$ cat src/rtl/cvblob_pkg.sv
// Shared types, channel indices and width helper for the blob centroid block.
package cvblob_pkg;

    typedef enum logic [1:0] {
        StIdle,
        StAccum,
        StDiv
    } state_e;

    localparam int unsigned PINK  = 0;
    localparam int unsigned GREEN = 1;

    // Ceiling log2; used to size coordinate, count and sum fields.
    function automatic int unsigned clog2(input int unsigned v);
        int unsigned r;
        longint unsigned p;
        r = 0;
        p = 1;
        while (p < longint'(v)) begin
            p = p << 1;
            r = r + 1;
        end
        return r;
    endfunction

endpackage

$ cat src/rtl/cvblob_centroid_if.sv
// Mask-stream input and centroid-result bundle for cvblob_centroid.
// Bounding-box outputs exist only when CVBLOB_BBOX_EN is defined.
interface cvblob_centroid_if #(
    parameter int unsigned IMG_W = 640,
    parameter int unsigned IMG_H = 480
);
    import cvblob_pkg::*;

    localparam int unsigned XW = clog2(IMG_W);
    localparam int unsigned YW = clog2(IMG_H);
    localparam int unsigned CW = clog2(IMG_W * IMG_H + 1);

    logic          pix_valid;
    logic          sof;
    logic [15:0]   mask;
    logic          busy;
    logic          overrun;
    logic          result_valid;
    logic [1:0]    found;
    logic [CW-1:0] count0;
    logic [CW-1:0] count1;
    logic [XW-1:0] cx0;
    logic [YW-1:0] cy0;
    logic [XW-1:0] cx1;
    logic [YW-1:0] cy1;
`ifdef CVBLOB_BBOX_EN
    logic [XW-1:0] xmin0, xmax0, xmin1, xmax1;
    logic [YW-1:0] ymin0, ymax0, ymin1, ymax1;
`endif

`ifdef CVBLOB_BBOX_EN
    modport master (
        output pix_valid, sof, mask,
        input  busy, overrun, result_valid, found, count0, count1, cx0, cy0, cx1, cy1,
        input  xmin0, xmax0, ymin0, ymax0, xmin1, xmax1, ymin1, ymax1
    );
    modport slave (
        input  pix_valid, sof, mask,
        output busy, overrun, result_valid, found, count0, count1, cx0, cy0, cx1, cy1,
        output xmin0, xmax0, ymin0, ymax0, xmin1, xmax1, ymin1, ymax1
    );
`else
    modport master (
        output pix_valid, sof, mask,
        input  busy, overrun, result_valid, found, count0, count1, cx0, cy0, cx1, cy1
    );
    modport slave (
        input  pix_valid, sof, mask,
        output busy, overrun, result_valid, found, count0, count1, cx0, cy0, cx1, cy1
    );
`endif

endinterface

$ cat src/rtl/cvblob_div.sv
// Fixed-latency restoring radix-2 divider. start loads the operands and performs the
// first iteration in the same cycle; done pulses SW cycles after start with the
// quotient valid. A zero divisor yields quotient 0.
module cvblob_div
    import cvblob_pkg::*;
#(
    parameter int unsigned SW = 12,
    parameter int unsigned CW = 8
) (
    input  logic          clk,
    input  logic          rst,
    input  logic          start,
    input  logic [SW-1:0] dividend,
    input  logic [CW-1:0] divisor,
    output logic [SW-1:0] quotient,
    output logic          done
);
    localparam int unsigned NW = clog2(SW + 1);

    logic [CW-1:0] rem_q, rem_d, rem_in;
    logic [SW-1:0] quo_q, quo_d, quo_in;
    logic [CW-1:0] dvs_q, dvs_d;
    logic [NW-1:0] cnt_q, cnt_d;
    logic          done_q, done_d;
    logic [CW:0]   shifted;
    logic          step;

    // One shift/compare/subtract iteration per cycle while the counter runs.
    always_comb begin
        rem_in  = start ? '0 : rem_q;
        quo_in  = start ? dividend : quo_q;
        dvs_d   = start ? divisor : dvs_q;
        step    = start || (cnt_q != '0);
        shifted = {rem_in, quo_in[SW-1]};
        rem_d   = rem_q;
        quo_d   = quo_q;
        cnt_d   = cnt_q;
        if (step) begin
            if (shifted >= {1'b0, dvs_d}) begin
                rem_d = CW'(shifted - {1'b0, dvs_d});
                quo_d = {quo_in[SW-2:0], 1'b1};
            end else begin
                rem_d = shifted[CW-1:0];
                quo_d = {quo_in[SW-2:0], 1'b0};
            end
            cnt_d = start ? NW'(SW - 1) : cnt_q - NW'(1);
        end
        done_d = step && (cnt_d == '0);
    end

    // Divider state registers.
    always_ff @(posedge clk or posedge rst) begin
        if (rst) begin
            rem_q  <= '0;
            quo_q  <= '0;
            dvs_q  <= '0;
            cnt_q  <= '0;
            done_q <= 1'b0;
        end else begin
            rem_q  <= rem_d;
            quo_q  <= quo_d;
            dvs_q  <= dvs_d;
            cnt_q  <= cnt_d;
            done_q <= done_d;
        end
    end

    assign quotient = (dvs_q == '0) ? '0 : quo_q;
    assign done     = done_q;

endmodule

$ cat src/rtl/cvblob_centroid.sv
// Per-frame pink/green blob accumulator with a shared sequential divider that
// produces integer centroids. Optional bounding boxes under CVBLOB_BBOX_EN.
module cvblob_centroid
    import cvblob_pkg::*;
#(
    parameter int unsigned IMG_W = 640,
    parameter int unsigned IMG_H = 480
) (
    input  logic             clk,
    input  logic             rst,
    cvblob_centroid_if.slave bus
);
    localparam int unsigned XW = clog2(IMG_W);
    localparam int unsigned YW = clog2(IMG_H);
    localparam int unsigned CW = clog2(IMG_W * IMG_H + 1);
    localparam int unsigned SW = XW + CW;
    localparam logic [XW-1:0] XLast = XW'(IMG_W - 1);
    localparam logic [YW-1:0] YLast = YW'(IMG_H - 1);

    state_e        state_q, state_d;
    logic [XW-1:0] x_q, x_d, x_cur;
    logic [YW-1:0] y_q, y_d, y_cur;
    logic [CW-1:0] cnt_q [2];
    logic [CW-1:0] cnt_d [2];
    logic [SW-1:0] sx_q [2];
    logic [SW-1:0] sx_d [2];
    logic [SW-1:0] sy_q [2];
    logic [SW-1:0] sy_d [2];
    logic [1:0]    op_q, op_d, div_sel;
    logic          first_q, first_d;
    logic [XW-1:0] q0_q, q0_d, q2_q, q2_d;
    logic [YW-1:0] q1_q, q1_d;
    logic          rv_q, rv_d;
    logic [1:0]    found_q, found_d;
    logic [CW-1:0] count0_q, count0_d, count1_q, count1_d;
    logic [XW-1:0] cx0_q, cx0_d, cx1_q, cx1_d;
    logic [YW-1:0] cy0_q, cy0_d, cy1_q, cy1_d;
    logic          beat_take;
    logic [1:0]    hit;
    logic          div_start, div_done;
    logic [SW-1:0] div_dividend, div_quot;
    logic [CW-1:0] div_divisor;
`ifdef CVBLOB_BBOX_EN
    logic [XW-1:0] xmin_q [2];
    logic [XW-1:0] xmin_d [2];
    logic [XW-1:0] xmax_q [2];
    logic [XW-1:0] xmax_d [2];
    logic [YW-1:0] ymin_q [2];
    logic [YW-1:0] ymin_d [2];
    logic [YW-1:0] ymax_q [2];
    logic [YW-1:0] ymax_d [2];
    logic [XW-1:0] oxmin_q [2];
    logic [XW-1:0] oxmin_d [2];
    logic [XW-1:0] oxmax_q [2];
    logic [XW-1:0] oxmax_d [2];
    logic [YW-1:0] oymin_q [2];
    logic [YW-1:0] oymin_d [2];
    logic [YW-1:0] oymax_q [2];
    logic [YW-1:0] oymax_d [2];
`endif

    cvblob_div #(
        .SW(SW),
        .CW(CW)
    ) u_div (
        .clk     (clk),
        .rst     (rst),
        .start   (div_start),
        .dividend(div_dividend),
        .divisor (div_divisor),
        .quotient(div_quot),
        .done    (div_done)
    );

    // Next-state: pixel accumulation, frame control and division sequencing.
    always_comb begin
        state_d  = state_q;
        x_d      = x_q;
        y_d      = y_q;
        cnt_d    = cnt_q;
        sx_d     = sx_q;
        sy_d     = sy_q;
        op_d     = op_q;
        first_d  = 1'b0;
        q0_d     = q0_q;
        q1_d     = q1_q;
        q2_d     = q2_q;
        rv_d     = 1'b0;
        found_d  = found_q;
        count0_d = count0_q;
        count1_d = count1_q;
        cx0_d    = cx0_q;
        cy0_d    = cy0_q;
        cx1_d    = cx1_q;
        cy1_d    = cy1_q;
`ifdef CVBLOB_BBOX_EN
        xmin_d  = xmin_q;
        xmax_d  = xmax_q;
        ymin_d  = ymin_q;
        ymax_d  = ymax_q;
        oxmin_d = oxmin_q;
        oxmax_d = oxmax_q;
        oymin_d = oymin_q;
        oymax_d = oymax_q;
`endif
        div_start = 1'b0;
        hit       = {|bus.mask[15:8], |bus.mask[7:0]};
        x_cur     = bus.sof ? '0 : x_q;
        y_cur     = bus.sof ? '0 : y_q;
        // sof is accepted in every state (it restarts or aborts); other beats only in ACCUM.
        beat_take = bus.pix_valid && (bus.sof || (state_q == StAccum));

        if (beat_take) begin
            for (int k = 0; k < 2; k++) begin
                if (bus.sof) begin
                    cnt_d[k] = '0;
                    sx_d[k]  = '0;
                    sy_d[k]  = '0;
`ifdef CVBLOB_BBOX_EN
                    xmin_d[k] = '1;
                    xmax_d[k] = '0;
                    ymin_d[k] = '1;
                    ymax_d[k] = '0;
`endif
                end
                if (hit[k]) begin
                    cnt_d[k] = cnt_d[k] + CW'(1);
                    sx_d[k]  = sx_d[k] + SW'(x_cur);
                    sy_d[k]  = sy_d[k] + SW'(y_cur);
`ifdef CVBLOB_BBOX_EN
                    if (x_cur < xmin_d[k]) xmin_d[k] = x_cur;
                    if (x_cur > xmax_d[k]) xmax_d[k] = x_cur;
                    if (y_cur < ymin_d[k]) ymin_d[k] = y_cur;
                    if (y_cur > ymax_d[k]) ymax_d[k] = y_cur;
`endif
                end
            end
            if (x_cur == XLast) begin
                x_d = '0;
                y_d = (y_cur == YLast) ? '0 : y_cur + YW'(1);
            end else begin
                x_d = x_cur + XW'(1);
                y_d = y_cur;
            end
            op_d = 2'd0;
            if ((x_cur == XLast) && (y_cur == YLast)) begin
                state_d = StDiv;
                first_d = 1'b1;
            end else begin
                state_d = StAccum;
            end
        end else if (state_q == StDiv) begin
            // Chain the next division in the cycle the previous one completes.
            div_start = first_q || (div_done && (op_q != 2'd3));
            if (div_done) begin
                op_d = op_q + 2'd1;
                unique case (op_q)
                    2'd0: q0_d = XW'(div_quot);
                    2'd1: q1_d = YW'(div_quot);
                    2'd2: q2_d = XW'(div_quot);
                    2'd3: begin
                        rv_d     = 1'b1;
                        state_d  = StIdle;
                        found_d  = {cnt_q[GREEN] != '0, cnt_q[PINK] != '0};
                        count0_d = cnt_q[PINK];
                        count1_d = cnt_q[GREEN];
                        cx0_d    = q0_q;
                        cy0_d    = q1_q;
                        cx1_d    = q2_q;
                        cy1_d    = YW'(div_quot);
`ifdef CVBLOB_BBOX_EN
                        for (int k = 0; k < 2; k++) begin
                            oxmin_d[k] = (cnt_q[k] == '0) ? '0 : xmin_q[k];
                            oxmax_d[k] = (cnt_q[k] == '0) ? '0 : xmax_q[k];
                            oymin_d[k] = (cnt_q[k] == '0) ? '0 : ymin_q[k];
                            oymax_d[k] = (cnt_q[k] == '0) ? '0 : ymax_q[k];
                        end
`endif
                    end
                endcase
            end
        end

        // Operand order: sumx0, sumy0, sumx1, sumy1.
        div_sel = first_q ? 2'd0 : op_q + 2'd1;
        unique case (div_sel)
            2'd0: div_dividend = sx_q[PINK];
            2'd1: div_dividend = sy_q[PINK];
            2'd2: div_dividend = sx_q[GREEN];
            2'd3: div_dividend = sy_q[GREEN];
        endcase
        div_divisor = div_sel[1] ? cnt_q[GREEN] : cnt_q[PINK];
    end

    // State and result registers.
    always_ff @(posedge clk or posedge rst) begin
        if (rst) begin
            state_q  <= StIdle;
            x_q      <= '0;
            y_q      <= '0;
            cnt_q    <= '{default: '0};
            sx_q     <= '{default: '0};
            sy_q     <= '{default: '0};
            op_q     <= '0;
            first_q  <= 1'b0;
            q0_q     <= '0;
            q1_q     <= '0;
            q2_q     <= '0;
            rv_q     <= 1'b0;
            found_q  <= '0;
            count0_q <= '0;
            count1_q <= '0;
            cx0_q    <= '0;
            cy0_q    <= '0;
            cx1_q    <= '0;
            cy1_q    <= '0;
`ifdef CVBLOB_BBOX_EN
            xmin_q  <= '{default: '0};
            xmax_q  <= '{default: '0};
            ymin_q  <= '{default: '0};
            ymax_q  <= '{default: '0};
            oxmin_q <= '{default: '0};
            oxmax_q <= '{default: '0};
            oymin_q <= '{default: '0};
            oymax_q <= '{default: '0};
`endif
        end else begin
            state_q  <= state_d;
            x_q      <= x_d;
            y_q      <= y_d;
            cnt_q    <= cnt_d;
            sx_q     <= sx_d;
            sy_q     <= sy_d;
            op_q     <= op_d;
            first_q  <= first_d;
            q0_q     <= q0_d;
            q1_q     <= q1_d;
            q2_q     <= q2_d;
            rv_q     <= rv_d;
            found_q  <= found_d;
            count0_q <= count0_d;
            count1_q <= count1_d;
            cx0_q    <= cx0_d;
            cy0_q    <= cy0_d;
            cx1_q    <= cx1_d;
            cy1_q    <= cy1_d;
`ifdef CVBLOB_BBOX_EN
            xmin_q  <= xmin_d;
            xmax_q  <= xmax_d;
            ymin_q  <= ymin_d;
            ymax_q  <= ymax_d;
            oxmin_q <= oxmin_d;
            oxmax_q <= oxmax_d;
            oymin_q <= oymin_d;
            oymax_q <= oymax_d;
`endif
        end
    end

    assign bus.busy         = (state_q == StDiv);
    assign bus.overrun      = (state_q == StDiv) && bus.pix_valid && !bus.sof;
    assign bus.result_valid = rv_q;
    assign bus.found        = found_q;
    assign bus.count0       = count0_q;
    assign bus.count1       = count1_q;
    assign bus.cx0          = cx0_q;
    assign bus.cy0          = cy0_q;
    assign bus.cx1          = cx1_q;
    assign bus.cy1          = cy1_q;
`ifdef CVBLOB_BBOX_EN
    assign bus.xmin0 = oxmin_q[PINK];
    assign bus.xmax0 = oxmax_q[PINK];
    assign bus.ymin0 = oymin_q[PINK];
    assign bus.ymax0 = oymax_q[PINK];
    assign bus.xmin1 = oxmin_q[GREEN];
    assign bus.xmax1 = oxmax_q[GREEN];
    assign bus.ymin1 = oymin_q[GREEN];
    assign bus.ymax1 = oymax_q[GREEN];
`endif

endmodule

$ cat src/flat_wrapper.sv
// flat-port wrapper written by rule: the top's interface ports become plain ports
module cvblob_centroid_flat import cvblob_pkg::*;
#(
    parameter int unsigned IMG_W = 640,
    parameter int unsigned IMG_H = 480
)
  (clk, rst, bus_pix_valid, bus_sof, bus_mask, bus_busy, bus_overrun, bus_result_valid, bus_found, bus_count0, bus_count1, bus_cx0, bus_cy0, bus_cx1, bus_cy1);
  cvblob_centroid_if #(.IMG_W(IMG_W), .IMG_H(IMG_H)) bus_i ();
  input  logic clk;
  input  logic rst;
  input wire logic [$bits(bus_i.pix_valid)-1:0] bus_pix_valid;
  input wire logic [$bits(bus_i.sof)-1:0] bus_sof;
  input wire logic [$bits(bus_i.mask)-1:0] bus_mask;
  output wire logic [$bits(bus_i.busy)-1:0] bus_busy;
  output wire logic [$bits(bus_i.overrun)-1:0] bus_overrun;
  output wire logic [$bits(bus_i.result_valid)-1:0] bus_result_valid;
  output wire logic [$bits(bus_i.found)-1:0] bus_found;
  output wire logic [$bits(bus_i.count0)-1:0] bus_count0;
  output wire logic [$bits(bus_i.count1)-1:0] bus_count1;
  output wire logic [$bits(bus_i.cx0)-1:0] bus_cx0;
  output wire logic [$bits(bus_i.cy0)-1:0] bus_cy0;
  output wire logic [$bits(bus_i.cx1)-1:0] bus_cx1;
  output wire logic [$bits(bus_i.cy1)-1:0] bus_cy1;
  assign bus_i.pix_valid = bus_pix_valid;
  assign bus_i.sof = bus_sof;
  assign bus_i.mask = bus_mask;
  assign bus_busy = bus_i.busy;
  assign bus_overrun = bus_i.overrun;
  assign bus_result_valid = bus_i.result_valid;
  assign bus_found = bus_i.found;
  assign bus_count0 = bus_i.count0;
  assign bus_count1 = bus_i.count1;
  assign bus_cx0 = bus_i.cx0;
  assign bus_cy0 = bus_i.cy0;
  assign bus_cx1 = bus_i.cx1;
  assign bus_cy1 = bus_i.cy1;
  cvblob_centroid #(.IMG_W(IMG_W), .IMG_H(IMG_H)) u_core (.clk(clk), .rst(rst), .bus(bus_i));
endmodule
$ cat config.mk
export PLATFORM = sky130hd
export DESIGN_NAME = cvblob_centroid_flat
export DESIGN_NICKNAME = d
export VERILOG_FILES = /design/src/rtl/cvblob_pkg.sv /design/src/rtl/cvblob_centroid_if.sv /design/src/rtl/cvblob_div.sv /design/src/rtl/cvblob_centroid.sv /design/src/flat_wrapper.sv
export SDC_FILE = /design/constraint.sdc
export NUM_CORES = 1
export LEC_CHECK = 0
export CAP_MARGIN = 10
export CORE_MARGIN = 3
export CORE_UTILIZATION = 60
export DETAILED_ROUTE_END_ITERATION = 12
export PLACE_DENSITY = 0.8
export SLEW_MARGIN = 25
export SYNTH_ARGS = -nofsm -noshare
export SYNTH_HDL_FRONTEND = slang
export SYNTH_SLANG_ARGS = --single-unit
$ cat constraint.sdc
create_clock -name clk -period 29.1 [get_ports clk]
set_input_delay 4.365 -clock clk [delete_from_list [all_inputs] [get_ports clk]]
set_output_delay 4.365 -clock clk [all_outputs]
set_load 0.1 [all_outputs]
==> results.toml <==
[run_status]
status = "completed"

[power]
leakage_nw = 9.609
p_per_area_mw_per_mm2 = 47.23
total_power_mw = 1.070
peakVddDrop_v = 0.00004539

[clock_tree]
clockBufferDepth = 3
clk_latency_ps = 530
cts_resized = 0
htree_levels = 2
cts_tree = "built"
hold_buffers = 0
cts_buffers = 40
path_clk_slew_ps = 60
cts.sinks = 359
root_buffer = "clkbuf_16"
cts_setup_buffers = 0

[synth]
ys_ff_latch = 359
yosys-top-cells-count = "359 x dfrtp_1, 331 x nand2_1, 158 x o21ai_0"
synthFlopType = "dfrtp_1"
synth_warnings = 0
syn-cell-area_mm2 = 0.01993
syn_inst = 2105
yosys.area.top_type = "dfrtp_1"
synthDistinctLibCells = 73
yosysTopAreaCellShare_pct = 45.08
yosys.cell_count.top_type = "dfrtp_1"
async_flop_share_pct = 100.0
avgSynthCellArea_um2 = 9.466
yosysSeqAreaShare_pct = 45.08
syn_nets = 2196
synthTopCellsByArea = "dfrtp_1 45%, nand2_1 6.2%, mux2i_1 4.8%, ha_1 4.1%, o21ai_0 4.0%"
synth-edff-count = 0

[final_layout]
final_util_pct = 69.42
fillers = 2474
drive_above_1_share_pct = 8.015
syn_to_final_growth_pct = 13.64
diodes = 0
fin_nets = 2255

[floorplan]
fp-row-count = 66
core-area_mm2 = 0.03262
die-height_um = 188.2
io_pins = 101
die-area_mm2 = 0.03543
start_util_pct = 61.09
die_w_um = 188.2

[hold_path]
hold_path_class = "flip-flop to flip-flop"

[setup_path]
crit_type = "input port to output pin"
arrival_ps = 6500
cp_slowest_stage_delay_ps = 1140
cp_max_fo = 8
crit_top_cell = "clkdlybuf4s50_1"
cp_data_required_time_ps = 24730
worst_setup_path_end_kind = "output pin"
start_kind = "input port"
path_cells = "clkdlybuf4s50_1, and3_1, clkdlybuf4s50_1"
cp_slowest_cell = "clkdlybuf4s50_1"

[global_routing]
grt_pass1_wl_mm = 85.28
grt_pass1_vias = 16136
antenna_found_initial = 0
grt_usage_pct = 29.62
overflow = 0
grt_max_degree = 148

[timing]
grt_setup_unrepaired = "no"
setup_viol = 0
fmax_mhz = 92.03
maxSlewViolCount = 0
worst-slew-pin-transition_ps = 1061
period_share_pct = 37.34
tns_ps = 0
relSlewSlack_pct = 29.29
skew_ps = 19.45
hold_viol_final = 0
min_period_ps = 10870

[detailed_routing]
ant_nets = 0
vias = 16148
drc_errors = 0
viasPerCell = 6.121
first_iter_violations = 1316
wl_mm = 52.40
wl_per_cell_um = 19.86
drtPass1Iterations = 5

[place]
portBuffers = 100
gp_congestion = 0.9237
dp.final_hpwl_mm = 36.20

[flow_run]
cap_violations = 0
==> metrics by stage <==
step | hold WS [ps] | worst slack [ps] | instances | cell area [um^2]
finish | 473.4 | 18230 | 2638 | 22640
global route | 498.4 | 18170 | 2638 | 22640
CTS | 476.8 | 18220 | 2638 | 22640
detailed placement | 468.1 | 18220 | 2564 | 21290
global placement | 452.4 | 18270 | 2563 | 21250
floorplan | 437.2 | 14770 | 2105 | 19930
==> final timing paths <==
| check | startpoint | to | slack, ps | cells after the start |
|---|---|---|---|---|
| worst max-delay path | bus_pix_valid | bus_overrun | 18230 | 3 |
| worst min-delay path | u_core.y_q[4] | u_core.y_q[4] | 470 | 1 |
| worst max register to register | u_core.op_q[0] | u_core.u_div.rem_q[15] | 23280 | 18 |
| worst min register to register | u_core.y_q[4] | u_core.y_q[4] | 470 | 1 |
| max in group asynchronous | rst | u_core.q1_q[7] | 23410 | 4 |
| min in group asynchronous | rst | u_core.u_div.dvs_q[8] | 4380 | 2 |
==> power by group <==
part           switching [mW]  internal (mW)  leakage (nW)  total [mW]
sequential            0.00530          0.503          4.74       0.508
clock                   0.208          0.313         0.658       0.521
combinational          0.0295         0.0110          4.21      0.0406
==> cell type report <==
| type | instances | area [um^2] | area share [%] |
|---|---|---|---|
| multi-input cells | 1573 | 10310 | 45.54 |
| clock buffers | 60 | 1157 | 5.111 |
| well taps | 442 | 553.0 | 2.442 |
| inverters | 68 | 267.8 | 1.182 |
| flip-flops and latches | 359 | 8984 | 39.67 |
| clock inverters | 14 | 191.4 | 0.8454 |
| repair buffers | 122 | 1180 | 5.211 |
==> placed cells by master (no fill, tap or decap), drive strengths merged, types with 5 or more instances in the layout <==
cell           count
nor2             117
o21ai            160
a22o               8
or2                5
ha                66
clkdlybuf4s50     99
a21o              17
a2111oi            8
xnor2             78
mux2              67
buf               23
and2              37
nand3             48
fa                 5
xor2              61
nor2b             69
dfrtp            359
o211ai             6
a21boi             5
nand4             30
a21oi             89
a211oi            15
mux2i             95
and4               5
or3                8
nand2            331
nor4b              5
and3              16
o31ai             15
clkinv             7
or4                9
nor4              25
clkbuf            60
o21a              26
nor3              33
nor3b             15
o22ai              7
a31oi             14
inv               70
o221ai            30
==> kinds of logic after synthesis <==
| group | Yosys count | share of synthesized area, % |
|---|---|---|
| xor gates and xnor gates | 139 | 6.110 |
| muxes | 162 | 8.558 |
| and+or+nand+nor | 767 | 18.49 |
| AOI/OAI and AO/OA | 434 | 13.74 |
| DFF | 359 | 45.08 |
| adders and majority gates | 71 | 4.647 |
| buffers and inverters | 173 | 3.372 |
==> routing by layer <==
metal	vias up	routed length, um	global-route usage (%)
met2	565	24480	48.44
met3	114	3632	5.247
met5	-	0	0
met1	7923	22650	40.50
li1	7546	-	-
met4	0	1631	9.582
==> critical path, delay by kind of cell <==
family                 cells  cell delay (ps)
AND/OR/NAND/NOR            1              250
buffers and inverters      2             1890
==> registers in the layout, indices dropped and copies added, names as in the netlist, 19 cells and up <==
signal              flops
u_core.sx_q            58
u_core.sy_q            58
u_core.u_div.dvs_q     19
u_core.bus.count1      19
u_core.cnt_q           38
u_core.u_div.quo_q     29
u_core.u_div.rem_q     19
u_core.bus.count0      19
No activity file was read; power rests on OpenSTA's default activity.
